==> config.mk <==
export PLATFORM = sky130hd
export DESIGN_NAME = latency_avg_reader_flat
export DESIGN_NICKNAME = d
export VERILOG_FILES = /design/src/rtl/latency_pkg.sv /design/src/rtl/latency_avg_reader_if.sv /design/src/rtl/seq_divider.sv /design/src/rtl/latency_avg_reader.sv /design/src/flat_wrapper.sv
export SDC_FILE = /design/constraint.sdc
export NUM_CORES = 1
export LEC_CHECK = 0
export CORE_AREA = 2 2 126 128
export DETAILED_ROUTE_END_ITERATION = 16
export DIE_AREA = 0 0 128 130
export PLACE_DENSITY_LB_ADDON = 0.1
export SLEW_MARGIN = 5
export SYNTH_ARGS = -nofsm -noshare
export SYNTH_HDL_FRONTEND = slang
export SYNTH_SLANG_ARGS = --single-unit
==> constraint.sdc <==
create_clock -name clk -period 6.9 [get_ports clk]
set_clock_uncertainty 0.1 [all_clocks]
set_input_delay 1.38 -clock clk [delete_from_list [all_inputs] [get_ports clk]]
set_output_delay 1.38 -clock clk [all_outputs]
set_load 0.02 [all_outputs]
==> src/rtl/latency_pkg.sv <==
// ---------------------------------------------------------------------------
// latency_pkg
// Shared definitions for the latency average reader:
//   - state_t   : reader FSM states (IDLE, DIV, DONE)
//   - DEF_W     : default counter width
//   - DEF_FRAC  : default number of fractional result bits
//   - result_w  : width of the fixed-point average (W + FRAC)
// ---------------------------------------------------------------------------
package latency_pkg;

    typedef enum logic [1:0] {
        IDLE = 2'd0,
        DIV  = 2'd1,
        DONE = 2'd2
    } state_t;

    localparam int DEF_W    = 32;
    localparam int DEF_FRAC = 4;

    function automatic int result_w(input int w, input int frac);
        return w + frac;
    endfunction

endpackage

==> src/rtl/latency_avg_reader_if.sv <==
// ---------------------------------------------------------------------------
// latency_avg_reader_if
// Bundles every non-clock/reset signal of the latency average reader.
//   req              request a read (sampled only while idle)
//   issue_cnt_r      issue count from the latency block (W bits)
//   aggregate_cnt_r  aggregate outstanding-cycle count (W bits)
//   clear            one-cycle clear pulse back to the latency block
//   busy             reader is not idle
//   avg_valid        average result valid
//   avg_ready        consumer accepts the result
//   avg_q            average latency, unsigned Q(W).(FRAC)
//   div_zero         snapshot issue count was zero (qualified by avg_valid)
// Modports:
//   slave  - the reader itself
//   master - the requester / consumer / latency block side
// ---------------------------------------------------------------------------
interface latency_avg_reader_if
    import latency_pkg::*;
#(
    parameter int W    = DEF_W,
    parameter int FRAC = DEF_FRAC
) ();

    localparam int RW = result_w(W, FRAC);

    logic          req;
    logic [W-1:0]  issue_cnt_r;
    logic [W-1:0]  aggregate_cnt_r;
    logic          clear;
    logic          busy;
    logic          avg_valid;
    logic          avg_ready;
    logic [RW-1:0] avg_q;
    logic          div_zero;

    modport slave (
        input  req,
        input  issue_cnt_r,
        input  aggregate_cnt_r,
        input  avg_ready,
        output clear,
        output busy,
        output avg_valid,
        output avg_q,
        output div_zero
    );

    modport master (
        output req,
        output issue_cnt_r,
        output aggregate_cnt_r,
        output avg_ready,
        input  clear,
        input  busy,
        input  avg_valid,
        input  avg_q,
        input  div_zero
    );

endinterface

==> src/rtl/seq_divider.sv <==
// ---------------------------------------------------------------------------
// seq_divider
// Multi-cycle unsigned restoring divider, one quotient bit per cycle, MSB
// first. A start pulse loads the operands and runs W+FRAC iterations.
// Ports:
//   clk       clock
//   rst       asynchronous reset, active-low
//   start     load dividend/divisor and begin dividing
//   dividend  W+FRAC bit dividend
//   divisor   W bit divisor
//   done      high during the cycle whose edge completes the last iteration
//   quotient  final quotient; valid only while done is high
// A zero divisor is not special-cased here: every bit comes out as 1 and the
// caller decides what to report.
// ---------------------------------------------------------------------------
module seq_divider
    import latency_pkg::*;
#(
    parameter int W    = DEF_W,
    parameter int FRAC = DEF_FRAC
) (
    input  logic                clk,
    input  logic                rst,
    input  logic                start,
    input  logic [W+FRAC-1:0]   dividend,
    input  logic [W-1:0]        divisor,
    output logic                done,
    output logic [W+FRAC-1:0]   quotient
);

    localparam int RW    = result_w(W, FRAC);
    localparam int CNT_W = $clog2(RW + 1);

    logic [CNT_W-1:0] cnt;
    logic [W-1:0]     rem;
    logic [W-1:0]     dvs;
    // Dividend bits shift out of the top while quotient bits shift in at the
    // bottom; after RW iterations the register holds the whole quotient.
    logic [RW-1:0]    dq;

    logic [W:0]       partial;
    logic             q_bit;
    logic [W-1:0]     rem_sub;

    always_comb begin
        partial = {rem, dq[RW-1]};
        q_bit   = (partial >= {1'b0, dvs});
        // When q_bit is set the true difference is below dvs, so it fits in
        // W bits and the modulo-2^W subtraction is exact.
        rem_sub = partial[W-1:0] - dvs;
    end

    assign done     = (cnt == CNT_W'(1));
    assign quotient = {dq[RW-2:0], q_bit};

    always_ff @(posedge clk or negedge rst) begin
        if (!rst) begin
            cnt <= '0;
            rem <= '0;
            dvs <= '0;
            dq  <= '0;
        end else if (start) begin
            cnt <= CNT_W'(RW);
            rem <= '0;
            dvs <= divisor;
            dq  <= dividend;
        end else if (cnt != '0) begin
            cnt <= cnt - CNT_W'(1);
            // A clear q_bit means partial < dvs, so its top bit is zero.
            rem <= q_bit ? rem_sub : partial[W-1:0];
            dq  <= {dq[RW-2:0], q_bit};
        end
    end

endmodule

==> src/rtl/latency_avg_reader.sv <==
// ---------------------------------------------------------------------------
// latency_avg_reader
// Reader side of the latency counter interface. On an accepted request it
// snapshots issue_cnt_r and aggregate_cnt_r, divides aggregate by issue with
// a sequential restoring divider and presents the average as an unsigned
// Q(W).(FRAC) value on a valid/ready handshake.
// Ports:
//   clk  clock
//   rst  asynchronous reset, active-low
//   bus  latency_avg_reader_if.slave (req, counters, clear, busy,
//        avg_valid/avg_ready/avg_q, div_zero)
// Optional feature (macro LATENCY_AVG_AUTO_CLEAR_EN):
//   defined   - clear pulses for the one cycle after request acceptance so
//               every read covers a fresh measurement window
//   undefined - clear is tied low and the counters accumulate across reads
// Timing: req accepted at the end of cycle 0 gives avg_valid in cycle
// W+FRAC+1, independent of the data.
// ---------------------------------------------------------------------------
module latency_avg_reader
    import latency_pkg::*;
#(
    parameter int W    = DEF_W,
    parameter int FRAC = DEF_FRAC
) (
    input  logic                   clk,
    input  logic                   rst,
    latency_avg_reader_if.slave    bus
);

    localparam int RW = result_w(W, FRAC);

    state_t        state_q;
    state_t        state_d;
    logic          start;
    logic          busy_c;
    logic          valid_c;
    logic          div_done;
    logic [RW-1:0] quotient;
    logic [RW-1:0] avg_q_q;
    logic          div_zero_q;

    seq_divider #(
        .W    (W),
        .FRAC (FRAC)
    ) u_div (
        .clk      (clk),
        .rst      (rst),
        .start    (start),
        .dividend ({bus.aggregate_cnt_r, {FRAC{1'b0}}}),
        .divisor  (bus.issue_cnt_r),
        .done     (div_done),
        .quotient (quotient)
    );

    always_ff @(posedge clk or negedge rst) begin
        if (!rst) begin
            state_q <= IDLE;
        end else begin
            state_q <= state_d;
        end
    end

    // Requests outside IDLE (including one coinciding with the DONE
    // handshake) are dropped, never queued.
    always_comb begin
        state_d = state_q;
        start   = 1'b0;
        busy_c  = 1'b1;
        valid_c = 1'b0;
        case (state_q)
            IDLE: begin
                busy_c = 1'b0;
                if (bus.req) begin
                    start   = 1'b1;
                    state_d = DIV;
                end
            end
            DIV: begin
                if (div_done) begin
                    state_d = DONE;
                end
            end
            DONE: begin
                valid_c = 1'b1;
                if (bus.avg_ready) begin
                    state_d = IDLE;
                end
            end
            default: begin
                state_d = IDLE;
            end
        endcase
    end

    // Result registers: only written at acceptance and at the end of the
    // division, so they stay stable under backpressure and keep their value
    // after the handshake.
    always_ff @(posedge clk or negedge rst) begin
        if (!rst) begin
            avg_q_q    <= '0;
            div_zero_q <= 1'b0;
        end else begin
            if (start) begin
                div_zero_q <= (bus.issue_cnt_r == '0);
            end
            if ((state_q == DIV) && div_done) begin
                avg_q_q <= div_zero_q ? '0 : quotient;
            end
        end
    end

`ifdef LATENCY_AVG_AUTO_CLEAR_EN
    logic clear_q;

    // Registered from acceptance so the clear lands in the cycle after the
    // snapshot edge; events in the acceptance cycle are already captured.
    always_ff @(posedge clk or negedge rst) begin
        if (!rst) begin
            clear_q <= 1'b0;
        end else begin
            clear_q <= start;
        end
    end

    assign bus.clear = clear_q;
`else
    assign bus.clear = 1'b0;
`endif

    assign bus.busy      = busy_c;
    assign bus.avg_valid = valid_c;
    assign bus.avg_q     = avg_q_q;
    assign bus.div_zero  = div_zero_q;

endmodule

==> src/flat_wrapper.sv <==
// flat-port wrapper written by rule: the top's interface ports become plain ports
module latency_avg_reader_flat import latency_pkg::*;
#(
    parameter int W    = DEF_W,
    parameter int FRAC = DEF_FRAC
)
  (clk, rst, bus_req, bus_issue_cnt_r, bus_aggregate_cnt_r, bus_avg_ready, bus_clear, bus_busy, bus_avg_valid, bus_avg_q, bus_div_zero);
  latency_avg_reader_if #(.W(W), .FRAC(FRAC)) bus_i ();
  input  logic clk;
  input  logic rst;
  input wire logic [$bits(bus_i.req)-1:0] bus_req;
  input wire logic [$bits(bus_i.issue_cnt_r)-1:0] bus_issue_cnt_r;
  input wire logic [$bits(bus_i.aggregate_cnt_r)-1:0] bus_aggregate_cnt_r;
  input wire logic [$bits(bus_i.avg_ready)-1:0] bus_avg_ready;
  output wire logic [$bits(bus_i.clear)-1:0] bus_clear;
  output wire logic [$bits(bus_i.busy)-1:0] bus_busy;
  output wire logic [$bits(bus_i.avg_valid)-1:0] bus_avg_valid;
  output wire logic [$bits(bus_i.avg_q)-1:0] bus_avg_q;
  output wire logic [$bits(bus_i.div_zero)-1:0] bus_div_zero;
  assign bus_i.req = bus_req;
  assign bus_i.issue_cnt_r = bus_issue_cnt_r;
  assign bus_i.aggregate_cnt_r = bus_aggregate_cnt_r;
  assign bus_i.avg_ready = bus_avg_ready;
  assign bus_clear = bus_i.clear;
  assign bus_busy = bus_i.busy;
  assign bus_avg_valid = bus_i.avg_valid;
  assign bus_avg_q = bus_i.avg_q;
  assign bus_div_zero = bus_i.div_zero;
  latency_avg_reader #(.W(W), .FRAC(FRAC)) u_core (.clk(clk), .rst(rst), .bus(bus_i));
endmodule
# Word level (Yosys, flattened, before mapping)

Index checks and enable logic that the tools add are counted.

Multiplexer cells: 16
Equality and inequality tests: 6
Reductions and logical operators: 6
$add $sub $neg: 2
Magnitude comparators: 1

Operators with widths:

| cell                | count |
|---|---|
| $mux 36             | 3 |
| $mux 32             | 3 |
| $ge 33x32->1        | 1 |
| $logic_not 32->1    | 1 |
| $sub 32x32->32      | 1 |
| $mux 6              | 2 |
| $eq 6x1->1 const B  | 1 |
| $mux 2              | 3 |
| $pmux 2 s3          | 1 |
| $reduce_bool 6->1   | 1 |
| $sub 6x1->6 const B | 1 |
| $mux 1              | 4 |
| $ne 2x2->1 const B  | 2 |
| $reduce_and 3->1    | 1 |
| $eq 2x1->1 const B  | 1 |
| $eq 2x2->1 const B  | 1 |
| $logic_not 2->1     | 1 |
| $ne 2x1->1 const B  | 1 |
| $reduce_bool 2->1   | 1 |
| $logic_and 1x1->1   | 1 |

Flip-flop bits (word level): 145
Input bits: 68

# Logic depth before layout (Yosys ltp)

Depth in word-level cells: 4
Depth in mapped cells: 13
Depth with buffers taken out: 12

# Hierarchy

A second synthesis with hierarchy kept.

Cells, all modules: 1004
Area, all modules: 8755.9 um^2

Modules (own cells, without submodules):

| module             | instances | sequential area each (um^2) | cells an instance | area an instance (um^2) |
|---|---|---|---|---|
| seq_divider        | 1         | 2652.5                      | 822               | 7036.7 |
| latency_avg_reader | 1         | 975.9                       | 182               | 1719.1 |

# Worst setup path before layout

No wires, ideal clock.

Path kind: flip-flop to flip-flop
Start: reg u_core.u_div.dvs[0]
End: reg u_core.u_div.rem[30]
Data required time: 6.722 ns
Setup slack: 4.139 ns
Period minus slack after synthesis: 2.761 ns
Cell stages (with the launch flop): 12
Buffers on the path: 0
Arrival time: 2.583 ns
Cells stage by stage: dfrtp_1 > ha_1 > fa_1 > nand2b_1 > a21oi_2 > o31ai_1 > a21o_1 > a2111oi_4 > o21ai_1 > nand3_1 > or3b_1 > a21oi_1

Cells in the longest elaborated chain, start to end: 4
Elaborated cells on any way between the ends: 5
Those cells by class: add/sub (1); order compare (1); mux (3)

Ends and longest elaborated chain:

| item                                           | RTL line                             | source |
|---|---|---|
| from (decl)                                    | seq_divider.sv:36                    | `logic [W-1:0] dvs;` |
| from (signal assigned)                         | seq_divider.sv:65                    | `dvs <= divisor;` |
| $sub 32x32->32 or $ge 33x32->1 (tied branches) | seq_divider.sv:50, seq_divider.sv:47 |  |
| $mux 32 (*)                                    | seq_divider.sv:70                    | `rem <= q_bit ? rem_sub : partial[W-1:0];` |
| $mux 32 (*)                                    | seq_divider.sv:67                    | `end else if (cnt != '0) begin` |
| $mux 32 (*)                                    | seq_divider.sv:62                    | `end else if (start) begin` |
| to (signal assigned)                           | seq_divider.sv:70                    |  |
| to (decl)                                      | seq_divider.sv:35                    | `logic [W-1:0] rem;` |

Mark *: on every way between the ends. The rest lies on a longest branch, timed or not. The select of a mux whose other input is x is not followed.
A chain may end at the register's enable or synchronous reset.

# Final worst setup path

Start: reg u_core.u_div.rem[18]
End: reg u_core.u_div.rem[2]

Cells in the longest elaborated chain, start to end: 4

Ends and longest elaborated chain:

| item         | RTL line          | source |
|---|---|---|
| $ge 33x32->1 | seq_divider.sv:47 | `q_bit = (partial >= {1'b0, dvs});` |
| $mux 32      | seq_divider.sv:70 |  |
| $mux 32      | seq_divider.sv:67 |  |
| $mux 32      | seq_divider.sv:62 |  |

Every way passes these cells. The select of a mux whose other input is x is not followed.

==> summary.md <==
| Metric | Value |
|---|---|
| Internal Power | around 3.3 mW |
| Initial DRT Pass Iterations | 5 |
| CTS sink cnt | around 150 |
| Post-synth EDFFs | 0 |
| H-tree depth | 4 |
| Met2 global-route usage | 0.365 |
| Syn Area/Cell | ~8.5 µm² |
| Reg-to-reg startpoint | u_core.u_div.rem[18] |
| Crit share post-route | 0.510 |
| Layout cells sized above 1 | 0.0512 |
| Remaining Overflow, GRT | 0 |
| Hold Startpoint | u_core.bus.avg_q[6] |
| Multi-input gate area | 0.00414 mm² |
| # IOs | around 110 |
| Clk root buf | clkbuf_16 |
| GPL Wtd Cong | about 0.87 |
| Initial Util | 0.533 |
| Startpoint Class | flop |
| Routed via count | roughly 6900 |
| Met3 global-route usage | 0.0459 |
| Area Overhead vs Synth | 20.0% |
| GRT Max-Usage Layer | met2 |
| Core ar. | between 0.015 and 0.02 mm² |
| Total Routing Usage GR | 0.237 |
| Static Leak | between 4 and 5 nW |
| Clock power share | 0.150 |
| Finish-stage setup viols | 0 |
| DPL Wire Length | about 13000 µm |
| Unrepaired setup endpoints after global routing | no |
| Main synth FF type | dfrtp_1 |
| Post-route setup slack | between 3 and 4 ns |
| Largest net degree at the start of global routing | between 80 and 90 |
| Mapped cell area | 0.00822 mm² |
| Commonest non-fill, non-tap cells in the layout | 170 x nand2_1, 145 x dfrtp_1, 105 x clkdlybuf4s50_1 |
| Status | finished, final reports clean |
| Critical Path RT | roughly 7.1 ns |
| Endpoints failing hold | 0 |
| Synthesized Nets | 1075 |
| Hold slack | approximately 0.37 ns |
| Fillcell total | roughly 1400 |
| Final nets | roughly 1100 |
| Max_slew headroom | 0.454 |
| Hold buffers post-CTS | 0 |
| Final Util | 0.640 |
| Antenna viol nets, final | 0 |
| VDD IR max | between 0.4 and 0.5 mV |
| Clk buf depth | 2 |
| Antenna cells | 0 |
| MaxCap Viol Count | 0 |
| DIE WIDTH | about 130 µm |
| Sequential cell area | 0.00363 mm² |
| Combinational Power Share | 0.584 |
| Sequential share of the synthesized area | 0.441 |
| Synth warnings | 0 |
| Clock slew at reported path FFs | about 0.060 ns |
| Setup TNS | 0 ns |
| Switching Fraction | 0.437 |
| DRC viols | 0 |
| Worst Max-Slew Pin Slew | approximately 0.82 ns |
| Place WS | 3.31 ns |
| FF+latch count, synth | 145 |
| Via density | 5.52 |
| DR iter-0 viols | 350 |
| M1 GR Usage | 0.340 |
| Area after DPL | slightly above 0.009 mm² |
| Wire per inst | ~15 µm |
| IO Port Bufs | between 100 and 150 |
| Die area | between 0.015 and 0.02 mm² |
| Async set or reset register ratio after synthesis | 1.00 |
| Fmax | between 200 and 300 MHz |
| Power per standard cell area | between 500 and 600 mW/mm² |
| CTS resizes | 0 |
| Crit. Startpoint | u_core.u_div.rem[18] |
| Die Ht | 130 µm |
| CP Class | flop to flop |
| CTS tree | built |
| Number of CTS-inserted buffers | 17 |
| Initial antenna violation count | 0 |
| Syn Inst Count | 972 |
| Netlist cell types | about 60 |
| Row count | 46 |
| Min-Delay Path Class | flop to flop |
| Post CTS Setup Buffer Count | 0 |
| First-pass GRT wire length | 31300 µm |
| Crit path DAT | approximately 3.7 ns |
| Net Switching | 2.58 mW |
| Clock insertion delay at the later pin of the skew report | ~0.43 ns |
| Final number of max-transition violations | 0 |
| Worst setup EP type | flop |
| Fin crit period | between 3 and 4 ns |
| Vias in the first global route | between 6000 and 7000 |
| Commonest non-fill, non-tap cell in the layout | nand2_1 |
| Seq pwr share | 0.266 |
| Crit path max fanout | 31 |
| Routed WL | about 19000 µm |
| Post-layout instance area | 0.00987 mm² |
layout make-up:
class	count	area share
repair buffers	114	0.114
clock buffers	20	0.0463
clock inverters	12	0.0108
well taps	192	0.0243
flip-flops and latches	145	0.368
inverters	46	0.0175
multi-input cells	717	0.420
registers in the layout, indices dropped and copies added (netlist names):
signal,cells
u_core.bus.avg_q,36
u_core.bus.div_zero,1
u_core.state_q,2
u_core.u_div.cnt,6
u_core.u_div.dq,36
u_core.u_div.dvs,32
u_core.u_div.rem,32
per-stage QoR:
stage               instances  total power, mW
global placement         1214             4.95
floorplan                 972             4.25
global route             1246             6.48
finish                   1246             5.91
CTS                      1246             5.93
detailed placement       1214             5.02
cells in the mapped netlist, types with 11 or more instances:
cell type | number | area share
a211oi_1 | 18 | 0.016
a21o_1 | 13 | 0.012
a21oi_1 | 57 | 0.035
a31oi_1 | 37 | 0.028
clkbuf_1 | 43 | 0.020
dfrtp_1 | 145 | 0.44
ha_1 | 34 | 0.052
inv_1 | 46 | 0.021
nand2_1 | 172 | 0.079
nand2b_1 | 39 | 0.030
nand3_1 | 11 | 0.0067
nor2_1 | 86 | 0.039
nor3_1 | 17 | 0.010
nor4_1 | 12 | 0.0091
o211ai_1 | 13 | 0.012
o21ai_0 | 94 | 0.057
xnor2_1 | 15 | 0.016
xor2_1 | 13 | 0.014
final timing paths:
kind                                        end  slack (ns)  cells after the start
max                         u_core.u_div.rem[2]        3.38                     10
min                         u_core.bus.avg_q[6]        0.37                      2
max reg2reg                 u_core.u_div.rem[2]        3.38                     10
min reg2reg                 u_core.bus.avg_q[6]        0.37                      2
max in group asynchronous  u_core.u_div.rem[30]        4.49                      2
min in group asynchronous  u_core.u_div.dvs[13]        0.89                      1
power by group through the flow:
stage                     combinational [mW]  clock (mW)  sequential, mW
after floorplan                         2.62           0            1.63
after global placement                  3.38           0            1.57
after detailed placement                3.44           0            1.58
after CTS                               3.47       0.897            1.57
after global routing                    3.92       0.934            1.62
final                                   3.45       0.886            1.57
critical path, cell delays in order (launching register included):
cell	delay, ns
dfrtp_1	0.39
ha_1	0.45
nand4_1	0.22
nor4_1	0.07
a311o_1	0.34
a221o_1	0.30
a31oi_4	0.64
buf_4	0.44
nor2_1	0.09
a211oi_1	0.27
nor3_1	0.07
metal layers:
metal  vias up  part of all wire
li1       3509                 -
met1      3206              0.49
met2       137              0.45
met3        30             0.036
met4         0             0.022
met5         -                 0
logic make-up (layout without fill, tap and decap cells):
logic type / after synthesis / count (layout) / synth area share
other cells: 1 / 1 / 0.000456
flops: 145 / 145 / 0.441
fa+ha+maj: 35 / 35 / 0.0542
mux: 7 / 7 / 0.00852
compound gates: 274 / 274 / 0.206
buf+inv: 110 / 192 / 0.0558
xor+xnor: 28 / 28 / 0.0298
simple gates: 372 / 372 / 0.204
(Power assumes the default switching activity.)
==> RTL change, RTL diff (same flow settings) <==
Build with the macro `LATENCY_AVG_AUTO_CLEAR_EN` defined.
--- a/src/rtl/latency_avg_reader.sv
+++ b/src/rtl/latency_avg_reader.sv
@@ -16,6 +16,8 @@
 // Timing: req accepted at the end of cycle 0 gives avg_valid in cycle
 // W+FRAC+1, independent of the data.
 // ---------------------------------------------------------------------------
+`define LATENCY_AVG_AUTO_CLEAR_EN
+
 module latency_avg_reader
     import latency_pkg::*;
 #(
Formal check against the unedited RTL: not equivalent (Yosys sat finds a counterexample within 4 cycles, from zero or initial values and one cycle with rst low).
==> RTL change against the original RTL <==
Setup slack improved by 34 ps. Final cell count decreased by 1.0%. Routed wire length up 0.56%. Largest cell class unchanged. Sequential cell count grew 1. Power is 0.94% higher. Global-route usage up 0.28 points. Design area hardly changed. Synthesized area down 1.1%. First-iteration DRC count up 22%. Highest routed layer unchanged. Non-clock buffer count is the same.
==> RTL change: results (changes against the original RTL) <==
INFO  metric drt_first_pass_iters = 5 (unchanged)
INFO  metric cts.root.buffer_cell = clkbuf_16
INFO  metric critPathSlowestCell = and4_2
INFO  metric worst_pin_slew = 1168 ps (+349.6 ps)
INFO  metric min_from = u_core.bus.avg_q[7]$_DFFE_PN0P_
INFO  metric synth.yosys.seq_area_share = 44.91% (+0.79 points)
INFO  metric resize_count_post_cts = 0 (unchanged)
INFO  metric grt_antenna_before_repair = 0 (unchanged)
INFO  metric post_drt_via_cell_ratio = 5.599 (+1.4%)
INFO  metric gp_congestion = 0.8636 (-0.64%)
INFO  metric netlist_top_cells_count = nand2_1 (167), dfrtp_1 (146), o21ai_0 (109), a21oi_1 (72), nor2_1 (69)
INFO  metric cts_made_buffers = 17 (unchanged)
INFO  metric run_status = finished clean
INFO  metric cpPeakStageDelay = 1050 ps (+410 ps)
INFO  metric detailedPlacementHpwl = 12600 um (-1.8%)
INFO  metric worst_setup_hold_path_clk_slew = 60 ps (about the same)
INFO  metric critical-path-top-delay-family = simple AND/OR/NAND/NOR gates
INFO  metric yosys_warnings = 0 (unchanged)
INFO  metric grt_max_degree = 100 (+22%)
INFO  metric grt_pass1_wl = 31990 um (+2.2%)
INFO  metric synth.net_count = 1059 (-1.5%)
INFO  metric portBuffers = 107 (+0.94%)
INFO  metric cts_max_level = 4 (unchanged)
INFO  metric first_global_vias = 6491 (+2.2%)
INFO  metric crit_fanout = 54 (+74%)
INFO  metric total_leakage_power = 4.418 nW (+0.60%)
INFO  metric cp-startpoint = u_core.u_div.rem[11]$_DFFE_PN0P_
INFO  metric ys_async_sr_fraction = 100.0% (unchanged)
INFO  metric netlist_top_cells_area = dfrtp_1 (45%), nand2_1 (7.7%), o21ai_0 (6.7%), ha_1 (5.2%), a21oi_1 (4.4%)
INFO  metric critical_path.reg2reg.startpoint = u_core.u_div.rem[11]$_DFFE_PN0P_
INFO  metric grtUsageTotal = 23.96% (+0.28 points)
INFO  metric antenna_cells = 0 (unchanged)
INFO  metric drt-wirelength-per-cell = 15.18 um (+1.6%)
INFO  metric worstPathArrival = 3680 ps (-40 ps)
INFO  metric ir_worst_vdd = 353.2 uV (-17%)
INFO  metric clock_latency = 430 ps (about the same)
INFO  metric synth.distinct_cells = 59 (unchanged)
INFO  metric ys.flop_type = dfrtp_1
INFO  metric cts_setup_buffers = 0 (unchanged)
INFO  metric drt_iter0_markers = 428 (+22%)
INFO  metric post_route_cells_drive_above_1_share = 4.995% (-0.13 points)
## RTL change: cell types whose count changed after synthesis, moves of 4 or more
cell,change
nor2_1,-17
a21oi_1,+15
o21ai_0,+15
a211oi_1,-11
buf_2,-8
o211ai_1,-8
clkbuf_1,+6
mux2i_1,+6
nor3_1,-6
nand2_1,-5
buf_4,-4
## RTL change: path summary, 6_finish.rpt
| check | end | slack, ps | depth (start not counted) |
|---|---|---|---|
| min in group asynchronous | u_core.bus.avg_q[8]$_DFFE_PN0P_ | 880 | 1 |
| max in group asynchronous | u_core.u_div.rem[17]$_DFFE_PN0P_ | 4460 | 2 |
| setup / recovery | u_core.u_div.rem[20]$_DFFE_PN0P_ | 3410 | 10 |
| hold reg to reg | u_core.bus.avg_q[7]$_DFFE_PN0P_ | 370 | 2 |
| setup reg to reg | u_core.u_div.rem[20]$_DFFE_PN0P_ | 3410 | 10 |
| hold / removal | u_core.bus.avg_q[7]$_DFFE_PN0P_ | 370 | 2 |
## RTL change: logic make-up (layout without fill, tap and decap cells)
kind of cell,Yosys count,after routing,synth area share (%)
flip-flops,146,146,44.91
buffers and inverters,108,193,5.429
AND/OR/NAND/NOR,342,342,19.07
multiplexers,13,13,1.599
XOR/XNOR,28,28,3.014
adder cells (fa/ha/maj),35,35,5.475
AO/OA/AOI/OAI,284,284,20.50
## RTL change: power breakdown
group          total (mW)  switching, mW  internal, mW  leakage (nW)
combinational        3.41           1.91          1.50          2.37
sequential           1.58          0.271          1.31          1.76
clock               0.967          0.368         0.599         0.290
## RTL change: final cells by class
cell class / count / area (um^2)
flip-flops and latches: 146 / 3654
clock inverters: 10 / 148.9
clock buffers: 21 / 470.5
well taps: 192 / 240.2
repair buffers: 114 / 1125
multi-input cells: 702 / 4046
fillers: 1380 / 5560
inverters: 48 / 180.2
## RTL change: routing by layer
metal	track usage, %	vias to the layer above	wire [um]
met5	0	-	0
met4	6.399	0	199
li1	-	3447	-
met1	32.68	3313	8804
met3	4.428	17	643
met2	39.82	127	9072
## RTL change: tightest hold or removal path, stage by stage, from the launching register on
cell and delay, ps:
dfrtp_1 340, nand2_1 50, o21ai_0 60
## RTL change: metrics by stage
stage	cell area [um^2]	util, %	std cells	setup slack, ps
floorplan	8135	-	956	4136
global placement	9245	59.94	1202	3482
detailed placement	9245	59.94	1202	3444
CTS	9864	63.95	1233	3399
global route	9864	63.95	1233	2987
finish	9864	63.95	1233	3412
